### config.mk
export PLATFORM = sky130hd
export DESIGN_NAME = fetch_prefetch_queue
export DESIGN_NICKNAME = d
export VERILOG_FILES = /design/src/rtl/fetch_prefetch_queue.sv
export SDC_FILE = /design/constraint.sdc
export NUM_CORES = 1
export LEC_CHECK = 0
export ABC_AREA = 1
export CORE_MARGIN = 2
export CORE_UTILIZATION = 30
export DETAILED_ROUTE_END_ITERATION = 10
export SLEW_MARGIN = 10
export SYNTH_ARGS = -nofsm -noshare
export SYNTH_HDL_FRONTEND = slang
export SYNTH_SLANG_ARGS = --single-unit
### constraint.sdc
create_clock -name clk -period 10.4 [get_ports clk]
set_input_delay 1.56 -clock clk [delete_from_list [all_inputs] [get_ports clk]]
set_output_delay 1.56 -clock clk [all_outputs]
set_load 0.02 [all_outputs]
### src/rtl/fetch_prefetch_queue.sv
// Instruction fetch unit: owns the PC and keeps a small prefetch queue of {instr, pc} pairs
// ahead of decode. Redirects and reset flush the queue and drop any in-flight fetch.
module fetch_prefetch_queue #(
  parameter int unsigned DEPTH    = 4,
  parameter logic [31:0] RESET_PC = 32'h0000_0000
) (
  input  logic                         clk,
  input  logic                         reset,
  input  logic                         redirect_valid,
  input  logic [31:0]                  redirect_pc,
  output logic [31:0]                  memory_instr__address,
  output logic [31:0]                  memory_instr__write_data,
  output logic [3:0]                   memory_instr__write_enable,
  input  logic [31:0]                  memory_instr__read_data,
  output logic                         mem_req,
  output logic                         out_valid,
  input  logic                         out_ready,
  output logic [31:0]                  out_instr,
  output logic [31:0]                  out_pc,
  output logic [$clog2(DEPTH+1)-1:0]   count
);

  localparam int unsigned PW = $clog2(DEPTH);
  localparam int unsigned CW = $clog2(DEPTH + 1);

  logic [31:0]   r_fetch_pc;
  logic          r_inflight;
  logic [31:0]   r_inflight_pc;
  logic [PW-1:0] r_wr_ptr;
  logic [PW-1:0] r_rd_ptr;
  logic [CW-1:0] r_count;
  logic [31:0]   r_instr_mem [DEPTH];
  logic [31:0]   r_pc_mem    [DEPTH];

  logic          w_flush;
  logic          w_pop;
  logic          w_push;
  logic          w_issue;
  logic [CW:0]   w_occ;
  logic [31:0]   w_redirect_pc;

  assign w_flush       = reset || redirect_valid;
  assign w_redirect_pc = redirect_pc & 32'hFFFF_FFFC;

  assign out_valid = (r_count != '0) && !w_flush;
  assign w_pop     = out_valid && out_ready;
  assign w_push    = r_inflight && !w_flush;

  // Occupancy counts the in-flight fetch so a response always finds a free slot.
  assign w_occ   = (CW+1)'(r_count) + (CW+1)'(r_inflight) - (CW+1)'(w_pop);
  assign w_issue = !w_flush && (w_occ < (CW+1)'(DEPTH));

  assign mem_req                    = w_issue;
  assign memory_instr__address      = r_fetch_pc;
  assign memory_instr__write_data   = 32'h0000_0000;
  assign memory_instr__write_enable = 4'b0000;

  assign out_instr = out_valid ? r_instr_mem[r_rd_ptr] : 32'h0000_0000;
  assign out_pc    = out_valid ? r_pc_mem[r_rd_ptr]    : 32'h0000_0000;
  assign count     = r_count;

  always_ff @(posedge clk) begin
    if (w_push) begin
      r_instr_mem[r_wr_ptr] <= memory_instr__read_data;
      r_pc_mem[r_wr_ptr]    <= r_inflight_pc;
    end
  end

  always_ff @(posedge clk) begin
    if (reset) begin
      r_fetch_pc    <= RESET_PC;
      r_inflight    <= 1'b0;
      r_inflight_pc <= 32'h0000_0000;
      r_wr_ptr      <= '0;
      r_rd_ptr      <= '0;
      r_count       <= '0;
    end else if (redirect_valid) begin
      r_fetch_pc <= w_redirect_pc;
      r_inflight <= 1'b0;
      r_wr_ptr   <= '0;
      r_rd_ptr   <= '0;
      r_count    <= '0;
    end else begin
      if (w_push) r_wr_ptr <= r_wr_ptr + PW'(1);
      if (w_pop)  r_rd_ptr <= r_rd_ptr + PW'(1);
      if (w_push && !w_pop) begin
        r_count <= r_count + CW'(1);
      end else if (!w_push && w_pop) begin
        r_count <= r_count - CW'(1);
      end
      if (w_issue) begin
        r_fetch_pc    <= r_fetch_pc + 32'd4;
        r_inflight    <= 1'b1;
        r_inflight_pc <= r_fetch_pc;
      end else begin
        r_inflight <= 1'b0;
      end
    end
  end

endmodule
# == After elaboration in Yosys (flattened, before gate mapping) ==
# Memories as Yosys holds them, arrays and structs flattened. A register that Yosys moved wholly into a read port is not among the register bits.
# Index checks and enable logic that the tools add are counted.
# classes
add_sub_neg,7
mux,13
n_reduce_logical,15
n_lt_le_gt_ge,1
bitwise_logic,1
# op_table
cell,n
32-bit two-way mux,4
"32-bit by 3-bit adder with 32-bit output, second input constant",1
2-bit two-way mux,4
1-bit logical AND,6
3-bit two-way mux,2
"2-bit by 1-bit adder with 2-bit output, second input constant",2
3-bit by 1-bit adder with 4-bit output,1
"4-bit by 3-bit less-than comparator with 1-bit output, second input constant",1
2-bit nonzero test,2
4-bit by 1-bit subtractor with 4-bit output,1
"3-bit by 1-bit adder with 3-bit output, second input constant",1
1-bit logical NOT,3
1-bit two-way mux,3
3-bit nonzero test,1
"3-bit by 1-bit subtractor with 3-bit output, second input constant",1
2-bit AND reduction,1
2-bit OR reduction,1
1-bit logical OR,1
1-bit NOT,1
# totals
wordCells,46
output_inout_bits,137
ram_bits,256
ff_bits,72
n_memories,2
inputBits,68
# mem_list
name,depth,word_bits,rd,rd_clocked_by_memory_dff,wr,line,text
r_instr_mem,4,32,1,1,1,32,logic [31:0] r_instr_mem [DEPTH];
r_pc_mem,4,32,1,1,1,33,logic [31:0] r_pc_mem [DEPTH];

# == Logic depth before layout (Yosys ltp) ==
# Gate-level depths: netlist of run 1.
# depth
depth_word,9
ltp_mapped,20
mapped_depth_nobuf,18

# == Least setup slack after synthesis of run 1 ==
# Ideal clock, no wire load.
# synth_path
kind,input-to-reg
from,in redirect_valid
to,"mem r_instr_mem[0][0], enable pin"
stages,6
path_slack_ps,5174
setup_time_ps,482
required_ps,9918
arrival_ps,4744
n_path_buf,1
path_cell_list,buf_6 nor2_4 inv_1 nor2_1 inv_1 nor2_1
# synth_via
elab_chain_cells,5
# synth_rtl
element,line,text
"start, declared",9,"input logic redirect_valid,"
1-bit logical OR,42,assign w_flush = reset || redirect_valid;
1-bit logical NOT,47,assign w_push = r_inflight && !w_flush;
1-bit logical AND,47,
named net w_push,37,logic w_push;
1-bit two-way mux,63,if (w_push) begin
1-bit two-way mux (implied by the code),64,r_instr_mem[r_wr_ptr] <= memory_instr__read_data;
"end, declared",32,
# The timed path passes the listed nets, and every way through them passes these cells.

# == Final worst setup path of run 1 ==
# layout_path
from,in reset
to,out mem_req
# layout_via
elab_chain_cells,7
# layout_rtl
element,line,text
"start, declared",8,"input logic reset,"
1-bit logical OR,42,
1-bit logical NOT,45,assign out_valid = (r_count != '0) && !w_flush;
1-bit logical AND,45,
1-bit logical AND,46,assign w_pop = out_valid && out_ready;
named net w_pop,36,logic w_pop;
4-bit by 1-bit subtractor with 4-bit output,50,assign w_occ = (CW+1)'(r_count) + (CW+1)'(r_inflight) - (CW+1)'(w_pop);
4-bit by 3-bit less-than comparator with 1-bit output,51,assign w_issue = !w_flush && (w_occ < (CW+1)'(DEPTH));
1-bit logical AND,51,
"end, declared",15,"output logic mem_req,"
# The timed path passes the listed nets, and every way through them passes these cells.

==> results of run 1 <==
## worst max-delay path, cell delays in order
cell                              delay, ps
sky130_fd_sc_hd__clkdlybuf4s50_1        900
sky130_fd_sc_hd__nor2_4                 480
sky130_fd_sc_hd__o31ai_4                110
sky130_fd_sc_hd__buf_4                  270
sky130_fd_sc_hd__inv_2                  100
sky130_fd_sc_hd__nand2_1                110
sky130_fd_sc_hd__inv_1                  110
sky130_fd_sc_hd__ha_1                   140
sky130_fd_sc_hd__inv_1                   40
sky130_fd_sc_hd__ha_1                   280
sky130_fd_sc_hd__nand3_1                120
sky130_fd_sc_hd__nand2_1                 70
sky130_fd_sc_hd__nand2_1                 70
sky130_fd_sc_hd__nand3_2                110
sky130_fd_sc_hd__nor2_4                 220
sky130_fd_sc_hd__clkdlybuf4s50_1        660
## per-stage QoR
stage / utilization [%] / hold WS [ps] / worst slack (ps)
6_report: 37.41 / 466.5 / 3491
3_5_place_dp: 34.81 / 454.3 / 3485
4_1_cts: 37.41 / 465.4 / 3468
3_3_place_gp: 34.81 / 446.9 / 3535
5_1_grt: 37.41 / 511.2 / 3239
2_1_floorplan: - / 435.6 / 5174
## registers in the layout, indices dropped and copies added, names as in the netlist, named ones only
signal and cells:
r_instr_mem 128, r_pc_mem 120, memory_instr__address 30, r_inflight_pc 30, count 3, r_rd_ptr 2
r_wr_ptr 2, r_inflight 1
## Yosys cell counts, drive strengths merged, types with 2 or more instances
cell,number,share of area [%]
clkinv,2,0.064
nand4,3,0.14
inv,72,2.0
ha,9,0.82
nand2,185,5.3
buf,69,3.6
o21ai,172,6.3
clkbuf,42,1.2
nand3,55,2.0
a22oi,6,0.33
dfxtp,70,10
a21boi,3,0.16
a21oi,125,4.6
nor2,312,8.8
edfxtp,248,54
## cells by family after synthesis
family	after synthesis
buffers and inverters	185
and+or+nand+nor	558
AOI/OAI and AO/OA	308
DFF	318
adders and majority gates	10
other	1
## metal layers
metal | track usage (%) | share of wire [%]
met5 | 0 | 0
met4 | 5.057 | 2.7
met3 | 3.299 | 6.0
met2 | 23.51 | 45
met1 | 19.45 | 46
## area by class of cell
cell class	instances	area (µm²)	share of cell area (%)
clock buffers	46	1011	5.968
clock inverters	16	167.7	0.9897
inverters	74	280.3	1.654
multi-input cells	916	4158	24.54
flip-flops and latches	318	8853	52.26
well taps	600	750.7	4.432
repair buffers	175	1719	10.15
## power groups by stage
stage                     clock (W)  sequential [W]  combinational, W
after global routing        0.00133         0.00143          0.000171
after global placement            0         0.00145          0.000152
after detailed placement          0         0.00145          0.000154
final                       0.00125         0.00143          0.000155
after floorplan                   0         0.00145         0.0000944
after CTS                   0.00128         0.00143          0.000156
## final timing paths
kind                    start                   endpoint  cells after the start
hold / removal    r_rd_ptr[1]                  flip-flop                      2
setup / recovery        reset                    mem_req                     16
setup reg to reg     count[0]  memory_instr__address[27]                     18
hold reg to reg   r_rd_ptr[1]                  flip-flop                      2
==> summary.md, run 1 <==
| Metric | Value |
|---|---|
| Avg WL per Cell | `16.38 µm` |
| Final instance area | `between 15,000 and 20,000 µm²` |
| Non-filler instance count after layout | `about 2,100` |
| Clock skew | `around 11 ps` |
| Flop-to-flop setup slack | `a little under 7000 ps` |
| Number of max-capacitance violations reported | `0` |
| Number of flops mapped to enable cells by yosys | `around 250` |
| Cells resized by post-CTS repair | `0` |
| Post-synthesis share of cell area spent on and, or, nand and nor gates | `around 16%` |
| Die X | `between 200 and 250 µm` |
| Required time at the endpoint of the critical path | `a little under 9000 ps` |
| Cell Area, Synth | `13,760 µm²` |
| Number of max-slew violations in the final report | `0` |
| Via count of the routed design | `about 10,000` |
| Number of nets with antenna violations after routing | `0` |
| Post-synth top flop | `sky130_fd_sc_hd__edfxtp_1` |
| Sequential share of power | `~50%` |
| CTS clk-pin slew, worst paths | `60 ps` |
| Number of placed instances with taps included | `between 2,000 and 2,500` |
| Final worst path period need | `6909 ps` |
| Core area | `45,280 µm²` |
| # H-tree levels | `2` |
| Total of endpoints with negative setup slack in the final report | `0` |
| Initial DRC Count | `around 660` |
| Unique cell type count in the Yosys netlist | `35` |
| Leading cell type in the layout, fill and taps excluded | `sky130_fd_sc_hd__nor2_1` |
| Placement Cell Area | `around 16,000 µm²` |
| Max Buffers Root-to-Sink | `3` |
| Leakage dissipation | `slightly below 6 nW` |
| Area growth syn-to-layout | `23.14%` |
| Setup TNS | `0 ps` |
| Max_slew headroom | `around 31%` |
| Boundary pin count | `~210` |
| Highest attainable clock frequency | `~0.14 GHz` |
| Number of instances in the synthesized netlist | `1,380` |
| Die outline area | `between 40,000 and 50,000 µm²` |
| Synthesized-area fraction occupied by xor and xnor cells | `0%` |
| Number of port buffers | `~160` |
| Clock share of power | `44.2%` |
| Count of filler cells inserted in the layout | `between 4,000 and 5,000` |
| HP Class | `reg -> reg` |
| Class of the most critical setup path | `in -> out` |
| Estimated wirelength of the detail-placed design | `around 22,000 µm` |
| Compound-cell area share of the yosys netlist | `11.53%` |
| Gpl congestion | `0.8380` |
| Internal power | `about 0.0022 W` |
| Net count of the finished layout | `between 1,500 and 2,000` |
| Combinational family with the most area after synthesis | `simple AND/OR/NAND/NOR gates` |
| Area share of fa/ha/maj cells after synthesis | `less than 1%` |
| Leading cell types in the layout, fill and taps excluded | `sky130_fd_sc_hd__nor2_1 (302), sky130_fd_sc_hd__edfxtp_1 (248), sky130_fd_sc_hd__nand2_1 (175)` |
| RSZ-0062 raised after global routing | `false` |
| Initial core utilization | `a little under a third` |
| IR drop worst, VDD | `0.09120 mV` |
| Source-to-sink clock delay at the later pin of the worst-skew pair | `530 ps` |
| Yosys synthesis warning count | `0` |
| Quantity of hold-fixing buffers added after cts | `0` |
| Num CTS Buffers | `35` |
| Run status | `finished clean` |
| Power per unit of standard cell area | `about 170 nW/µm²` |
| Number of post-CTS setup repair buffers | `0` |
| Final Hold Vio Count | `0` |
| Iteration count of the initial detailed-routing pass | `5` |
| Number of synthesized register bits | `roughly 320` |
| Floorplan die height | `between 200 and 250 µm` |
| Synth async-reset ratio | `0%` |
| Worst Setup End Kind | `primary output` |
| Number of clock sinks | `between 300 and 400` |
| GR Util All Layers | `between 10% and 20%` |
| Cell chosen for the clock root | `sky130_fd_sc_hd__clkbuf_16` |
| Row count | `just under 80` |
| Via count of the first global-routing pass | `just under 10,000` |
| Combinational group share of total power | `roughly 5.5%` |
| Grt total ovfl | `0` |
| Number of antenna violations at the first check in global routing | `0` |
| First-pass GRT wire length | `between 50,000 and 60,000 µm` |
| Part of the Yosys area used for sequential elements | `64.32%` |
| Arrival time of the worst setup path | `between 5000 and 6000 ps` |
| Switching pwr | `between 0.0006 and 0.0007 W` |
| Antenna diode count | `0` |
| Startpoint Class | `primary input` |
| Switching power as a share of total power | `between 20% and 30%` |
| Portion of the clock cycle consumed by the worst path in the final layout | `66.44%` |
| Number of remaining DRC errors | `0` |
| Mux share of post-synthesis cell area | `0%` |
| Fraction of layout cells with a size suffix above 1 | `under 10%` |
| Measured slew at the worst slew-check pin | `1037 ps` |
| Pin count of the biggest net entering global routing | `77` |
| Clock tree from TritonCTS | `yes` |
| Overall Power | `~0.0028 W` |
| Average size of a mapped cell | `9.969 µm²` |
| Routed via count divided by cell count | `roughly 4.7` |
| Post-detailed-routing wire length | `about 35,000 µm` |
| CP Max Fanout | `30` |
No activity file was read; power rests on OpenSTA's default activity.
==> run 2: changes to the inputs <==
clock period = 6.6 ns   (was 10.4 ns; I/O delays follow)
==> run 2 against run 1 <==
Compared with the run above:
- cell area is 0.20% lower
- critical path type unchanged
- combinational power grew 59%
- first-iteration DRC count grew 1.5%
- routed wire length increased by 1.4%
- via count is 0.42% lower
- die area is the same
- highest routed layer unchanged
- critical path depth unchanged
- critical endpoint unchanged
- power is 54% higher
- largest cell class unchanged
- core utilization decreased by 0.075 points
==> summary.md, run 2 (synthesis results as in run 1) <==
| Metric | Value |
|---|---|
| Setup TNS | `0 ps (unchanged)` |
| Die X | `218.1 µm (unchanged)` |
| Via count of the first global-routing pass | `9,635 (+0.11%)` |
| Number of port buffers | `162 (unchanged)` |
| Portion of the clock cycle consumed by the worst path in the final layout | `between 70 and 80%` |
| Internal power | `0.003404 W (+53%)` |
| Combinational group share of total power | `5.6% (about the same)` |
| Initial DRC Count | `674 (+1.5%)` |
| Source-to-sink clock delay at the later pin of the worst-skew pair | `540 ps (about the same)` |
| Leading cell types in the layout, fill and taps excluded | `sky130_fd_sc_hd__nor2_1 (302), sky130_fd_sc_hd__edfxtp_1 (248), sky130_fd_sc_hd__nand2_1 (175)` |
| Number of antenna violations at the first check in global routing | `0 (unchanged)` |
| Worst Setup End Kind | `primary output` |
| Cell at the slowest stage of the critical path | `sky130_fd_sc_hd__clkdlybuf4s50_1` |
| Measured slew at the worst slew-check pin | `1038 ps (+1.200 ps)` |
| Leakage dissipation | `5.859 nW (-0.37%)` |
| Iteration count of the initial detailed-routing pass | `5 (unchanged)` |
| Stage delay of the slowest cell on the critical path | `640 ps (-260 ps)` |
| Total of endpoints with negative setup slack in the final report | `0 (unchanged)` |
| GR Util All Layers | `14.90% (+0.26 points)` |
| Flop-to-flop setup slack | `3600 ps (-3250 ps)` |
| First-pass GRT wire length | `54,840 µm (+1.7%)` |
| Run status | `finished clean` |
| Final worst-path setup slack | `1611 ps (-1880 ps)` |
| Dominant cell type by count on the critical path | `sky130_fd_sc_hd__nand2_1` |
| Class of the most critical setup path | `in -> out` |
| Post-detailed-routing wire length | `35,640 µm (+1.4%)` |
| Floorplan die height | `218.1 µm (unchanged)` |
| Top register by number of flip-flops | `r_instr_mem` |
| HP Class | `reg -> reg` |
| Initial core utilization | `30.38% (unchanged)` |
| Number of clock sinks | `318 (unchanged)` |
| Number of max-capacitance violations reported | `0 (unchanged)` |
| Sequential share of power | `51.5% (+1.2 points)` |
| Antenna diode count | `0 (unchanged)` |
| Final worst path period need | `about 5000 ps` |
| Required time at the endpoint of the critical path | `5610 ps (-3230 ps)` |
| Via count of the routed design | `9,934 (-0.42%)` |
| Clock tree from TritonCTS | `yes` |
| RSZ-0062 raised after global routing | `false` |
| Number of post-CTS setup repair buffers | `0 (unchanged)` |
| # H-tree levels | `2 (unchanged)` |
| Number of nets with antenna violations after routing | `0 (unchanged)` |
| Net count of the finished layout | `1,603 (+0.31%)` |
| Clock share of power | `42.9% (-1.3 points)` |
| Worst Hold Depth | `2 (unchanged)` |
| Final Hold Vio Count | `0 (unchanged)` |
| Arrival time of the worst setup path | `4000 ps (-1350 ps)` |
| Num CTS Buffers | `36 (+2.9%)` |
| Routed via count divided by cell count | `4.614 (-0.79%)` |
| Largest regs | `r_instr_mem: 128 flops, r_pc_mem: 120 flops` |
| IR drop worst, VDD | `0.1505 mV (+65%)` |
| End point of the critical path | `mem_req` |
| Grt total ovfl | `0 (unchanged)` |
| Highest attainable clock frequency | `between 0.2 and 0.25 GHz` |
| Cells resized by post-CTS repair | `0 (unchanged)` |
| Pin count of the biggest net entering global routing | `91 (+18%)` |
| Number of max-slew violations in the final report | `0 (unchanged)` |
| Avg WL per Cell | `16.55 µm (+1.0%)` |
| Startpoint Class | `primary input` |
| Clock skew | `17.13 ps (+5.645 ps)` |
| Post-Place Setup Slack | `1573 ps (-1912 ps)` |
| Leading cell type in the layout, fill and taps excluded | `sky130_fd_sc_hd__nor2_1` |
| Core area | `45,280 µm² (unchanged)` |
| Switching pwr | `0.0009611 W (+56%)` |
| Max Buffers Root-to-Sink | `3 (unchanged)` |
| Row count | `78 (unchanged)` |
| Power per unit of standard cell area | `258.2 nW/µm² (+54%)` |
| Estimated wirelength of the detail-placed design | `21,600 µm (+0.29%)` |
| CP Max Fanout | `36 (+20%)` |
| Fraction of layout cells with a size suffix above 1 | `6.310% (-0.16 points)` |
| Worst reg2reg endpoint | `memory_instr__address[10]` |
| Boundary pin count | `205 (unchanged)` |
| Max FFs per register | `128 (unchanged)` |
| Area growth syn-to-layout | `22.89%` |
| Reg2reg start | `count[0]` |
| Max_slew headroom | `30.77% (about the same)` |
| Switching power as a share of total power | `22.02% (+0.31 points)` |
| Gpl congestion | `0.8419 (+0.47%)` |
| Worst-case reg-to-reg path depth | `15 (-3)` |
| Number of remaining DRC errors | `0 (unchanged)` |
| Die outline area | `47,590 µm² (unchanged)` |
| Cell chosen for the clock root | `sky130_fd_sc_hd__clkbuf_16` |
| CTS clk-pin slew, worst paths | `50 ps (about the same)` |
| Series of cell instances along the critical path | `clkdlybuf4s50_1 -> buf_4 -> nor2_4 -> o31ai_4 -> inv_2 -> nand2_1 -> inv_1 -> ha_1 -> inv_1 -> ha_1 -> nand3_1 -> nand2_1 -> nand2_1 -> nand3_2 -> nor2_4 -> clkdlybuf4s50_1` |
| Quantity of hold-fixing buffers added after cts | `0 (unchanged)` |
| Crit path launch | `redirect_valid` |
[run 2: cell count changes in the layout (fill, tap and decap cells not counted), sizes merged]
| cell | change |
|---|---|
| inv | -1 |
| buf | +4 |
| clkbuf | +6 |
| clkinvlp | +1 |
| bufinv | -2 |
[run 2: area by class of cell]
class | instances | area [µm²]
clock buffer | 52 | 1012
clock inverter | 14 | 102.6
fill | 4490 | 28380
inverter | 74 | 280.3
multi-input combinational | 916 | 4158
sequential | 318 | 8853
tap | 600 | 750.7
timing repair buffer | 179 | 1749
[run 2: how the worst min path moves through the flow]
stage	startpoint	to	slack [ps]
floorplan	r_rd_ptr[1]	flip-flop	440
detailed placement	r_rd_ptr[1]	flip-flop	450
CTS	r_rd_ptr[1]	flip-flop	460
global route	r_rd_ptr[0]	r_rd_ptr[0]	510
global placement	r_rd_ptr[1]	flip-flop	450
finish	r_rd_ptr[1]	flip-flop	460
[run 2: routing by layer]
metal  track usage (%)  share of wire, %
met1             20.13                46
met2             24.02                46
met3             3.326               6.3
met4             4.218               2.2
met5                 0                 0
[run 2: critical path: cells and delay by family]
| kind | cells | cell delay [ps] |
|---|---|---|
| AND/OR/NAND/NOR | 7 | 940 |
| buffers and inverters | 6 | 1510 |
| adder cells (fa/ha/maj) | 2 | 430 |
| AO/OA/AOI/OAI | 1 | 130 |
[run 2: power by group through the flow]
stage                     Clock, W  Sequential [W]  Combinational, W
after floorplan                  0         0.00228          0.000149
after global placement           0         0.00229          0.000241
after detailed placement         0         0.00229          0.000245
after CTS                  0.00193         0.00225          0.000247
after global routing       0.00200         0.00225          0.000272
final                      0.00187         0.00225          0.000246
[run 2: per-stage QoR]
stage	total power, W	instances	util (%)	instance area [µm²]	hold slack [ps]
finish	0.004365	2153	37.33	16910	462.0
global placement	0.002527	2087	34.87	15790	447.5
detailed placement	0.002532	2087	34.87	15790	453.9
floorplan	0.002433	1419	-	13900	435.6
CTS	0.004423	2153	37.33	16910	464.5
global route	0.004528	2153	37.33	16910	506.0
==> run 3: changes to the inputs <==
clock period = 5 ns   (was 6.6 ns; I/O delays follow)
==> run 3 against run 2 <==
Compared with the run above:
- count of clock-buffer cells in the layout shrank 5
- sequential share of layout area shrank 0.42 points
- via count grew 0.37%
- highest routed layer unchanged
==> summary.md, run 3 (synthesis results as in run 1) <==
| Metric | Value |
|---|---|
| Estimated wirelength of the detail-placed design | `22,090 µm (+2.3%)` |
| Portion of the clock cycle consumed by the worst path in the final layout | `between 80% and 90%` |
| Number of antenna violations at the first check in global routing | `0 (unchanged)` |
| Gpl congestion | `0.8570 (+1.8%)` |
| Max FFs per register | `128 (unchanged)` |
| GR Layer Usage met2 | `24.31% (+0.29 points)` |
| Antenna diode count | `0 (unchanged)` |
| Net count of the finished layout | `1,605 (+0.12%)` |
| Avg WL per Cell | `16.65 µm (+0.56%)` |
| Class of the most critical setup path | `in -> out` |
| Max Buffers Root-to-Sink | `3 (unchanged)` |
| GR Util All Layers | `14.85% (-0.052 points)` |
| Source-to-sink clock delay at the later pin of the worst-skew pair | `550 ps (about the same)` |
| Clock tree from TritonCTS | `yes` |
| Measured slew at the worst slew-check pin | `1018 ps (-19.97 ps)` |
| Number of port buffers | `162 (unchanged)` |
| Run status | `finished clean` |
| Post-layout util | `37.64% (+0.30 points)` |
| Cell at the slowest stage of the critical path | `sky130_fd_sc_hd__clkdlybuf4s50_1` |
| Floorplan die height | `218.1 µm (unchanged)` |
| Number of post-CTS setup repair buffers | `0 (unchanged)` |
| Startpoint Class | `primary input` |
| Cell chosen for the clock root | `sky130_fd_sc_hd__clkbuf_16` |
| HP Class | `reg -> reg` |
| Iteration count of the initial detailed-routing pass | `5 (unchanged)` |
| Series of cell instances along the critical path | `clkdlybuf4s50_1 -> nor2_4 -> o31ai_4 -> inv_2 -> nand2_1 -> inv_1 -> ha_1 -> inv_1 -> ha_1 -> nand3_1 -> nand2_1 -> nand2_1 -> nand3_2 -> nor2_4 -> clkdlybuf4s50_1` |
| Final worst path period need | `around 4300 ps` |
| Worst path buffer plus inverter count | `5 (-1)` |
| Pin count of the biggest net entering global routing | `77 (-15%)` |
| Via count of the routed design | `9,971 (+0.37%)` |
| CTS clk-pin slew, worst paths | `60 ps (about the same)` |
| CP Max Fanout | `9 (-75%)` |
| RSZ-0062 raised after global routing | `false` |
| Power per unit of standard cell area | `351.3 nW/µm² (+36%)` |
| Flop-to-flop setup slack | `1990 ps (-1610 ps)` |
| Worst Setup End Kind | `primary output` |
| Leakage dissipation | `5.935 nW (+1.3%)` |
| Post-detailed-routing wire length | `35,870 µm (+0.65%)` |
| Reg2reg start | `count[0]` |
| Worst Hold Depth | `2 (unchanged)` |
| Number of clock sinks | `318 (unchanged)` |
| Startpoint of the worst hold path | `r_rd_ptr[1]` |
| Worst reg2reg endpoint | `memory_instr__address[21]` |
| Fraction of layout cells with a size suffix above 1 | `6.945% (+0.63 points)` |
| Leading cell types in the layout, fill and taps excluded | `sky130_fd_sc_hd__nor2_1 (302), sky130_fd_sc_hd__edfxtp_1 (248), sky130_fd_sc_hd__nand2_1 (175)` |
| Total of endpoints with negative setup slack in the final report | `0 (unchanged)` |
| Initial core utilization | `30.38% (unchanged)` |
| Number of nets with antenna violations after routing | `0 (unchanged)` |
| Stage delay of the slowest cell on the critical path | `630 ps (about the same)` |
| Via count of the first global-routing pass | `9,709 (+0.77%)` |
| Met1 capacity usage during global routing | `19.81% (-0.31 points)` |
| Area growth syn-to-layout | `23.88%` |
| Row count | `78 (unchanged)` |
| Dominant cell type by count on the critical path | `sky130_fd_sc_hd__nand2_1` |
| Cells resized by post-CTS repair | `0 (unchanged)` |
| GRT Max-Usage Layer | `met2` |
| Grt total ovfl | `0 (unchanged)` |
| Die X | `218.1 µm (unchanged)` |
| Cell type group with the largest total delay on the critical path | `buffers and inverters` |
| Final Hold Vio Count | `0 (unchanged)` |
| Clock skew | `23.34 ps (+6.214 ps)` |
| Max_slew headroom | `32.11% (+1.3 points)` |
| Highest attainable clock frequency | `0.2332 GHz` |
| Top register by number of flip-flops | `r_instr_mem` |
| Core area | `45,280 µm² (unchanged)` |
| IR drop worst, VDD | `0.2131 mV (+42%)` |
| Number of max-capacitance violations reported | `0 (unchanged)` |
| Leading cell type in the layout, fill and taps excluded | `sky130_fd_sc_hd__nor2_1` |
| Required time at the endpoint of the critical path | `4250 ps (-1360 ps)` |
| Routed via count divided by cell count | `4.627 (+0.28%)` |
| Number of max-slew violations in the final report | `0 (unchanged)` |
| Number of stages on the worst setup path | `15 (-1)` |
| Number of remaining DRC errors | `0 (unchanged)` |
| Quantity of hold-fixing buffers added after cts | `0 (unchanged)` |
| Num CTS Buffers | `37 (+2.8%)` |
| Die outline area | `47,590 µm² (unchanged)` |
| Worst-case reg-to-reg path depth | `17 (+2)` |
| Initial DRC Count | `803 (+19%)` |
| Setup TNS | `0 ps (unchanged)` |
| # H-tree levels | `2 (unchanged)` |
| First-pass GRT wire length | `54,800 µm (about the same)` |
| Arrival time of the worst setup path | `3540 ps (-460 ps)` |
| Met3 track utilization from global routing | `2.505% (-0.82 points)` |
| Boundary pin count | `205 (unchanged)` |
| Largest regs | `r_instr_mem: 128 flops, r_pc_mem: 120 flops` |
## run 3: through the flow
step | total power (W) | setup slack (ps) | hold slack [ps] | area, µm² | std cells
2_1_floorplan | 0.003211 | 584.4 | 435.6 | 13900 | 1419
3_3_place_gp | 0.003335 | 652.7 | 450.7 | 15810 | 2088
3_5_place_dp | 0.003342 | 682.0 | 456.0 | 15810 | 2088
4_1_cts | 0.006060 | 673.4 | 467.4 | 17040 | 2155
5_1_grt | 0.006203 | 438.1 | 498.5 | 17040 | 2155
6_report | 0.005988 | 712.3 | 467.3 | 17040 | 2155
## run 3: worst max-delay path by stage
| stage | endpoint | slack, ps | from |
|---|---|---|---|
| final | mem_req | 710 | redirect_valid |
| after global placement | mem_req | 650 | redirect_valid |
| after CTS | mem_req | 670 | redirect_valid |
| after global routing | mem_req | 440 | redirect_valid |
| after detailed placement | mem_req | 680 | redirect_valid |
| after floorplan | r_instr_mem[0][0] | 580 | redirect_valid |
## run 3: report_power, final
| group | switching (W) | leakage, nW | internal, W |
|---|---|---|---|
| clock | 0.00108 | 0.604 | 0.00162 |
| combinational | 0.000198 | 2.51 | 0.000126 |
| sequential | 0.0000603 | 2.82 | 0.00290 |
## run 3: cell type report
cell class	instances	area, µm²
Sequential cell	318	8853
Fill cell	4473	28240
Clock buffer	47	1026
Clock inverter	20	205.2
Multi-Input combinational cell	916	4158
Timing Repair Buffer	180	1769
Tap cell	600	750.7
Inverter	74	280.3
## run 3: worst register-to-register path: stages (launching register included)
cell                      delay (ps)
sky130_fd_sc_hd__dfxtp_1         410
sky130_fd_sc_hd__o31ai_4         300
sky130_fd_sc_hd__inv_2            50
sky130_fd_sc_hd__nand2_1         130
sky130_fd_sc_hd__inv_1            80
sky130_fd_sc_hd__ha_1            180
sky130_fd_sc_hd__inv_1            50
sky130_fd_sc_hd__ha_1            230
sky130_fd_sc_hd__nand3_1         110
sky130_fd_sc_hd__nand2_1          60
sky130_fd_sc_hd__nand2_1          70
sky130_fd_sc_hd__nand3_2         110
sky130_fd_sc_hd__nor2_4          200
sky130_fd_sc_hd__buf_4           570
sky130_fd_sc_hd__nand3_1         200
sky130_fd_sc_hd__nand3_1          90
sky130_fd_sc_hd__nand2_1          50
sky130_fd_sc_hd__inv_1            70
## run 3: per-layer routing
layer / up-vias / wire [µm]
met5: - / 0
met4: 0 / 917
met3: 50 / 1962
met2: 284 / 16480
met1: 4730 / 16510
li1: 4907 / -
